File: config.mk
export PLATFORM = sky130hd
export DESIGN_NAME = clint
export DESIGN_NICKNAME = d
export VERILOG_FILES = /design/src/rtl/clint.sv
export SDC_FILE = /design/constraint.sdc
export NUM_CORES = 1
export LEC_CHECK = 0
export ABC_AREA = 1
export CAP_MARGIN = 20
export CORE_UTILIZATION = 39
export DETAILED_ROUTE_END_ITERATION = 8
export PLACE_DENSITY = 0.67
export REMOVE_ABC_BUFFERS = 1
export SLEW_MARGIN = 20
export SYNTH_ARGS = -nofsm -noshare
export SYNTH_HDL_FRONTEND = slang
export SYNTH_SLANG_ARGS = --single-unit
File: constraint.sdc
create_clock -name clk -period 4.65 [get_ports clk]
set_input_delay 0.93 -clock clk [delete_from_list [all_inputs] [get_ports clk]]
set_output_delay 0.93 -clock clk [all_outputs]
set_load 0.01 [all_outputs]
File: src/rtl/clint.sv
// Core-local interruptor: mtime / mtimecmp / msip on the data-memory slave bus,
// driving the CSR unit's machine timer and software interrupt levels.
module clint #(
  parameter logic [31:0] BASE_ADDR = 32'h0200_0000,
  parameter int unsigned PRESCALE  = 1
) (
  input  logic        rst,
  input  logic        clk,
  input  logic        mem_valid,
  input  logic [31:0] mem_addr,
  input  logic [31:0] mem_wdata,
  input  logic [3:0]  mem_wstrb,
  output logic [31:0] mem_rdata,
  output logic        mem_ready,
  output logic        timer_irpt,
  output logic        soft_irpt
);

  localparam int unsigned   CW      = (PRESCALE > 1) ? $clog2(PRESCALE) : 1;
  localparam logic [CW-1:0] CNT_MAX = CW'(PRESCALE - 1);

  // Word offsets (byte offset >> 2) inside the 64 KiB region.
  localparam logic [13:0] W_MSIP   = 14'h0000;
  localparam logic [13:0] W_CMP_LO = 14'h1000;
  localparam logic [13:0] W_CMP_HI = 14'h1001;
  localparam logic [13:0] W_MT_LO  = 14'h2FFE;
  localparam logic [13:0] W_MT_HI  = 14'h2FFF;

  typedef enum logic {IDLE, RESP} state_t;

  state_t        state, state_nxt;
  logic          accept;
  logic          hit;
  logic [13:0]   word;
  logic          wr;
  logic [31:0]   rdata_nxt;

  logic [CW-1:0] cnt;
  logic          tick;
  logic [63:0]   mtime, mtime_nxt;
  logic [63:0]   mtimecmp, mtimecmp_nxt;
  logic          msip, msip_nxt;

  logic          unused_addr_bits;
  assign unused_addr_bits = ^mem_addr[1:0];

  function automatic logic [31:0] byte_merge(input logic [31:0] old_val,
                                             input logic [31:0] new_val,
                                             input logic [3:0]  strb);
    logic [31:0] res;
    res = old_val;
    for (int i = 0; i < 4; i++) begin
      if (strb[i]) res[i*8 +: 8] = new_val[i*8 +: 8];
    end
    return res;
  endfunction

  // NOTE: every variable driven here gets a default first, so no path can infer a latch.
  always_comb begin
    state_nxt = state;
    accept    = 1'b0;
    case (state)
      IDLE: begin
        if (mem_valid) begin
          accept    = 1'b1;
          state_nxt = RESP;
        end
      end
      RESP:    state_nxt = IDLE;
      default: state_nxt = IDLE;
    endcase
  end

  assign hit  = (mem_addr[31:16] == BASE_ADDR[31:16]);
  assign word = mem_addr[15:2];
  assign wr   = accept && hit && (mem_wstrb != 4'h0);
  assign tick = (cnt == CNT_MAX);

  // Read mux sees register values from before the edge that performs the access.
  always_comb begin
    rdata_nxt = '0;
    if (hit) begin
      case (word)
        W_MSIP:   rdata_nxt = {31'd0, msip};
        W_CMP_LO: rdata_nxt = mtimecmp[31:0];
        W_CMP_HI: rdata_nxt = mtimecmp[63:32];
        W_MT_LO:  rdata_nxt = mtime[31:0];
        W_MT_HI:  rdata_nxt = mtime[63:32];
        default:  rdata_nxt = '0;
      endcase
    end
  end

  // Bus bytes override the incremented value; the carry into the high half survives
  // whenever the high half itself is not being written.
  always_comb begin
    mtime_nxt = mtime + {63'd0, tick};
    if (wr && (word == W_MT_LO)) mtime_nxt[31:0]  = byte_merge(mtime_nxt[31:0], mem_wdata, mem_wstrb);
    if (wr && (word == W_MT_HI)) mtime_nxt[63:32] = byte_merge(mtime_nxt[63:32], mem_wdata, mem_wstrb);
  end

  always_comb begin
    mtimecmp_nxt = mtimecmp;
    msip_nxt     = msip;
    if (wr && (word == W_CMP_LO)) mtimecmp_nxt[31:0]  = byte_merge(mtimecmp[31:0], mem_wdata, mem_wstrb);
    if (wr && (word == W_CMP_HI)) mtimecmp_nxt[63:32] = byte_merge(mtimecmp[63:32], mem_wdata, mem_wstrb);
    if (wr && (word == W_MSIP) && mem_wstrb[0]) msip_nxt = mem_wdata[0];
  end

  // NOTE: non-blocking assignments make every flop sample pre-edge values, which is what
  // gives read-before-write on the bus and the one-cycle lag on both interrupt levels.
  always_ff @(posedge clk or negedge rst) begin
    if (!rst) begin
      state      <= IDLE;
      cnt        <= '0;
      mtime      <= '0;
      mtimecmp   <= '1;
      msip       <= 1'b0;
      mem_ready  <= 1'b0;
      mem_rdata  <= '0;
      timer_irpt <= 1'b0;
      soft_irpt  <= 1'b0;
    end else begin
      state      <= state_nxt;
      cnt        <= tick ? '0 : cnt + 1'b1;
      mtime      <= mtime_nxt;
      mtimecmp   <= mtimecmp_nxt;
      msip       <= msip_nxt;
      mem_ready  <= accept;
      mem_rdata  <= accept ? rdata_nxt : '0;
      timer_irpt <= (mtime >= mtimecmp);
      soft_irpt  <= msip;
    end
  end

endmodule

# Word level (Yosys, flattened, before mapping)
# Index checks and enable logic that the tools add are counted.
op_classes:
  add_sub_neg: 2
  order_cmp: 1
  eq_ne: 5
  muxes: 17
  n_bitwise: 2
  reduce_logical: 18
op_table:
  columns: ["op", "n"]
  rows:
  - ["$pmux W32 S5", 1]
  - ["$mux W32", 4]
  - ["$add A64 B1 Y64", 1]
  - ["$ge A64 B64 Y1", 1]
  - ["$mux W8", 8]
  - ["$eq A14 B13 Y1 const B", 2]
  - ["$eq A14 B14 Y1 const B", 2]
  - ["$eq A16 B10 Y1 const B", 1]
  - ["$reduce_and A2 Y1", 8]
  - ["$logic_not A14 Y1", 1]
  - ["$logic_and A1 B1 Y1", 8]
  - ["$reduce_bool A4 Y1", 1]
  - ["$mux W1", 3]
  - ["$not A1 Y1", 2]
  - ["$pmux W1 S2", 1]
  - ["$add A1 B1 Y1 const B", 1]
totals:
  register_bits: 166
  in_bits: 71
  out_inout_bits: 35
  word_cells: 61

# Depth between registers and ports, before layout
logic_depth:
  ltp_word: 6
  mapped_depth: 15
  mapped_depth_nobuf: 15

# Worst setup path before layout
# OpenSTA, ideal clock, no wires.
synth_path:
  kind: "input to register"
  startpoint: "input mem_addr[12]"
  endpoint: "register mtime[8]"
  setup_ns: 0.129
  arrival_ns: 2.125
  required_time_ns: 4.521
  setup_slack_ns: 2.396
  path_stages: 8
  n_path_buf: 1
  path_cell_list: "inv_1 nor3_1 nand4_1 inv_1 buf_4 nand3_1 o21ai_0 o21ai_0"
synth_between:
  elab_chain_cells: 3
synth_lines:
  columns: ["item", "line", "text"]
  rows:
  - ["start: declaration", "10", "input logic [31:0] mem_addr,"]
  - ["$eq A14 B14 Y1", "98", "if (wr && (word == W_MT_LO)) mtime_nxt[31:0] = byte_merge(mtime_nxt[31:0], mem_wdata, mem_wstrb);"]
  - ["$logic_and A1 B1 Y1", "98", null]
  - ["$mux W32", "98", null]
  - ["via mtime_nxt[8]", "40", "logic [63:0] mtime, mtime_nxt;"]
  - ["end signal: assignment", "126", "mtime <= mtime_nxt;"]
  - ["end: declaration", "40", null]
# The timed path passes the listed nets, and every way through them passes these cells.
# A chain may end at the register's enable or synchronous reset.

# Worst setup path after layout
layout_path:
  startpoint: "input mem_addr[11]"
  endpoint: "register mtimecmp[40]"
layout_between:
  elab_chain_cells: 3
layout_lines:
  columns: ["item", "line", "text"]
  rows:
  - ["$eq A14 B13 Y1", "106", "if (wr && (word == W_CMP_HI)) mtimecmp_nxt[63:32] = byte_merge(mtimecmp[63:32], mem_wdata, mem_wstrb);"]
  - ["$logic_and A1 B1 Y1", "106", null]
  - ["$reduce_and A2 Y1 (no source line)", null, null]
  - ["end signal: assignment", "127", "mtimecmp <= mtimecmp_nxt;"]
  - ["end: declaration", "41", "logic [63:0] mtimecmp, mtimecmp_nxt;"]
# Every way passes these cells.

==> flow_summary.json <==
{
  "status": "finished, final reports clean",
  "core_area_um2": 27180,
  "synth-main-ff-cell": "dfrtp_1",
  "cts_setup_buffers": 0,
  "grt_pass1_vias": 10253,
  "synth.avg_cell_area_um2": 6.648,
  "ctsResizeCount": 0,
  "leakagePower_nw": 5.801,
  "area_delta_synth_final_pct": 19.58,
  "crit_fanout": 16,
  "root_buffer": "clkbuf_16",
  "ys_warn_count": 0,
  "max_cap_viol_count": 0,
  "max_slew_margin": 0.4167,
  "wl_per_cell_um": 16.68,
  "critPathKind": "in2reg",
  "overflow": 0,
  "grt_antenna_before_repair": 0,
  "gp_congestion": 0.9700,
  "fin_total_pwr_mw": 3.150,
  "route.met3.wl_mm": 2.514,
  "hold_viol_final": 0,
  "hold_path_end": "soft_irpt",
  "num_rows": 60,
  "drt_iter0_markers": 893,
  "final_max_slew_viol_count": 0,
  "cp_data_arrival_time_ns": 3.62,
  "setup_violations": 0,
  "wl_met1_mm": 16.10,
  "ys_types": 28,
  "routed-via-count": 10870,
  "hp-start": "msip",
  "grt_pass1_wl_mm": 56.03,
  "final_cell_mix": "486 x nand2_1, 288 x nor2_1, 236 x inv_1",
  "hold_buffers": 0,
  "regToRegStartpoint": "mtime[1]",
  "r2r_cells": 10,
  "htreeDepth": 4,
  "finalCriticalPeriod_ns": 3.288,
  "final.setup.worst_slack_ns": 1.362,
  "die_h_um": 169.4,
  "synth_area_um2": 10920,
  "final_core_util": 0.4806,
  "finalCritPeriodShare": 0.7071,
  "diodes": 0,
  "num-nets-final": 1888,
  "n_fill_cell": 2808,
  "tightest_slew_ns": 0.8750,
  "r2r-end": "mtime[28]",
  "dp_hpwl_mm": 27.65,
  "cts.sinks": 164,
  "synthCells": 1643,
  "clock_latency_ns": 0.44,
  "yosysSeqAreaShare": 0.3830,
  "vdd_drop_max_v": 0.0002165,
  "top_layer": "met4",
  "rsz0062_at_grt": "no",
  "via_per_inst": 5.087,
  "postPlaceCellArea_um2": 12420,
  "synth_seq_cells": 164,
  "required_ns": 4.98,
  "hp-class": "reg2reg",
  "drtAntennaViolNets": 0,
  "clock_skew_ns": 0.01093,
  "numCtsBuffers": 17,
  "drc": 0,
  "grt_max_degree": 95,
  "dr.pass1.iters": 6,
  "synthArstFlopShare": 1.000,
  "p_per_area_nw_per_um2": 241.1,
  "grt_util_all_layers": 0.2567,
  "mostFrequentLayoutCell": "nand2_1",
  "wl_met2_mm": 15.98,
  "die_width_um": 169.4,
  "endpoint_kind": "flip-flop",
  "clk_pin_slew_ns": 0.07,
  "top_level_ports": 106,
  "synth_edf_count": 0,
  "hold_depth": 0,
  "worst-r2r-setup-slack_ns": 2.10,
  "initial_utilization": 0.4019,
  "routed_wl_mm": 35.65,
  "final.setup.tns_ns": 0,
  "cts_buffer_depth": 2,
  "io_buffers": 103,
  "tritoncts": "built",
  "drive_gt1_frac": 0.06572,
  "die_area_um2": 28680,
  "fmax_ghz": 0.3041,
  "postLayoutCellArea_um2": 13060,
  "critPathLaunchType": "input port",
  "place_ws_ns": 0.9250
}
==> cell usage after synthesis (2+ instances only) <==
cell	n	share of area
nor2_1	289	0.099
xor2_1	12	0.0096
dfstp_2	64	0.15
nand3b_1	4	0.0027
dfrtp_1	100	0.23
and2_1	2	0.0011
inv_1	236	0.081
clkbuf_1	13	0.0045
nor3_1	20	0.0092
nand2_1	486	0.17
nor2_2	2	0.0011
a21oi_1	31	0.014
a21o_1	2	0.0014
buf_2	10	0.0046
buf_4	3	0.0021
ha_1	65	0.074
nand4_1	33	0.019
o21ai_0	171	0.078
nand3_1	91	0.042
==> power by group <==
| part | internal [mW] | switching [mW] |
|---|---|---|
| Clock | 0.917 | 0.671 |
| Sequential | 1.43 | 0.000304 |
| Combinational | 0.0600 | 0.0711 |
| Total | 2.41 | 0.743 |
==> registers in the layout, indices dropped and copies added, names as in the netlist <==
| signal | cells |
|---|---|
| mem_rdata | 32 |
| msip | 1 |
| mem_ready | 1 |
| mtime | 64 |
| timer_irpt | 1 |
| soft_irpt | 1 |
| mtimecmp | 64 |
==> logic make-up (layout without fill, tap and decap cells) <==
family	after synthesis	count (layout)	synth area share
AO/OA/AOI/OAI	206	206	0.09507
XOR/XNOR	13	13	0.01042
adder cells (fa/ha/maj)	65	65	0.07446
buffers and inverters	263	385	0.09267
flip-flops	164	164	0.3830
AND/OR/NAND/NOR	932	932	0.3443
==> area by class of cell <==
cell class / count / area [um2] / share of cell area
clock inverter: 15 / 217.7 / 0.01667
tap: 372 / 465.4 / 0.03564
inverter: 236 / 885.9 / 0.06782
sequential: 164 / 4184 / 0.3203
timing repair buffer: 117 / 1150 / 0.08803
multi-input combinational: 1216 / 5733 / 0.4389
clock buffer: 17 / 425.4 / 0.03257
==> per-layer routing <==
metal	vias up	GRT usage
met5	-	0
met4	0	0.09048
met3	55	0.04664
met2	378	0.4076
met1	5034	0.3500
li1	5403	-
==> worst max-delay path, stage by stage <==
cell and delay (ns):
clkdlybuf4s50_1 0.45, nor2_1 0.12, nand3_1 0.10, nor2_1 0.19
nand2_1 0.11, nor2_2 0.66, nand3_1 0.65, o21ai_0 0.41
==> metrics by stage <==
stage / hold WS (ns) / instances
after floorplan: 0.3745 / 1616
after global placement: 0.3901 / 2105
after detailed placement: 0.3864 / 2105
after CTS: 0.4039 / 2137
after global routing: 0.4309 / 2137
final: 0.4019 / 2137
==> how the worst max path moves through the flow <==
stage	from	endpoint	slack, ns	cells after the start
after global routing	mem_addr[11]	mtimecmp[58]	1.09	8
after detailed placement	mem_addr[11]	mtimecmp[38]	0.93	8
final	mem_addr[11]	mtimecmp[40]	1.36	8
after CTS	mem_addr[11]	mtimecmp[38]	1.41	8
after global placement	mem_addr[4]	mtimecmp[38]	1.04	8
after floorplan	mem_addr[12]	mem_rdata[0]	1.15	6
No activity file was read; power rests on OpenSTA's default activity.
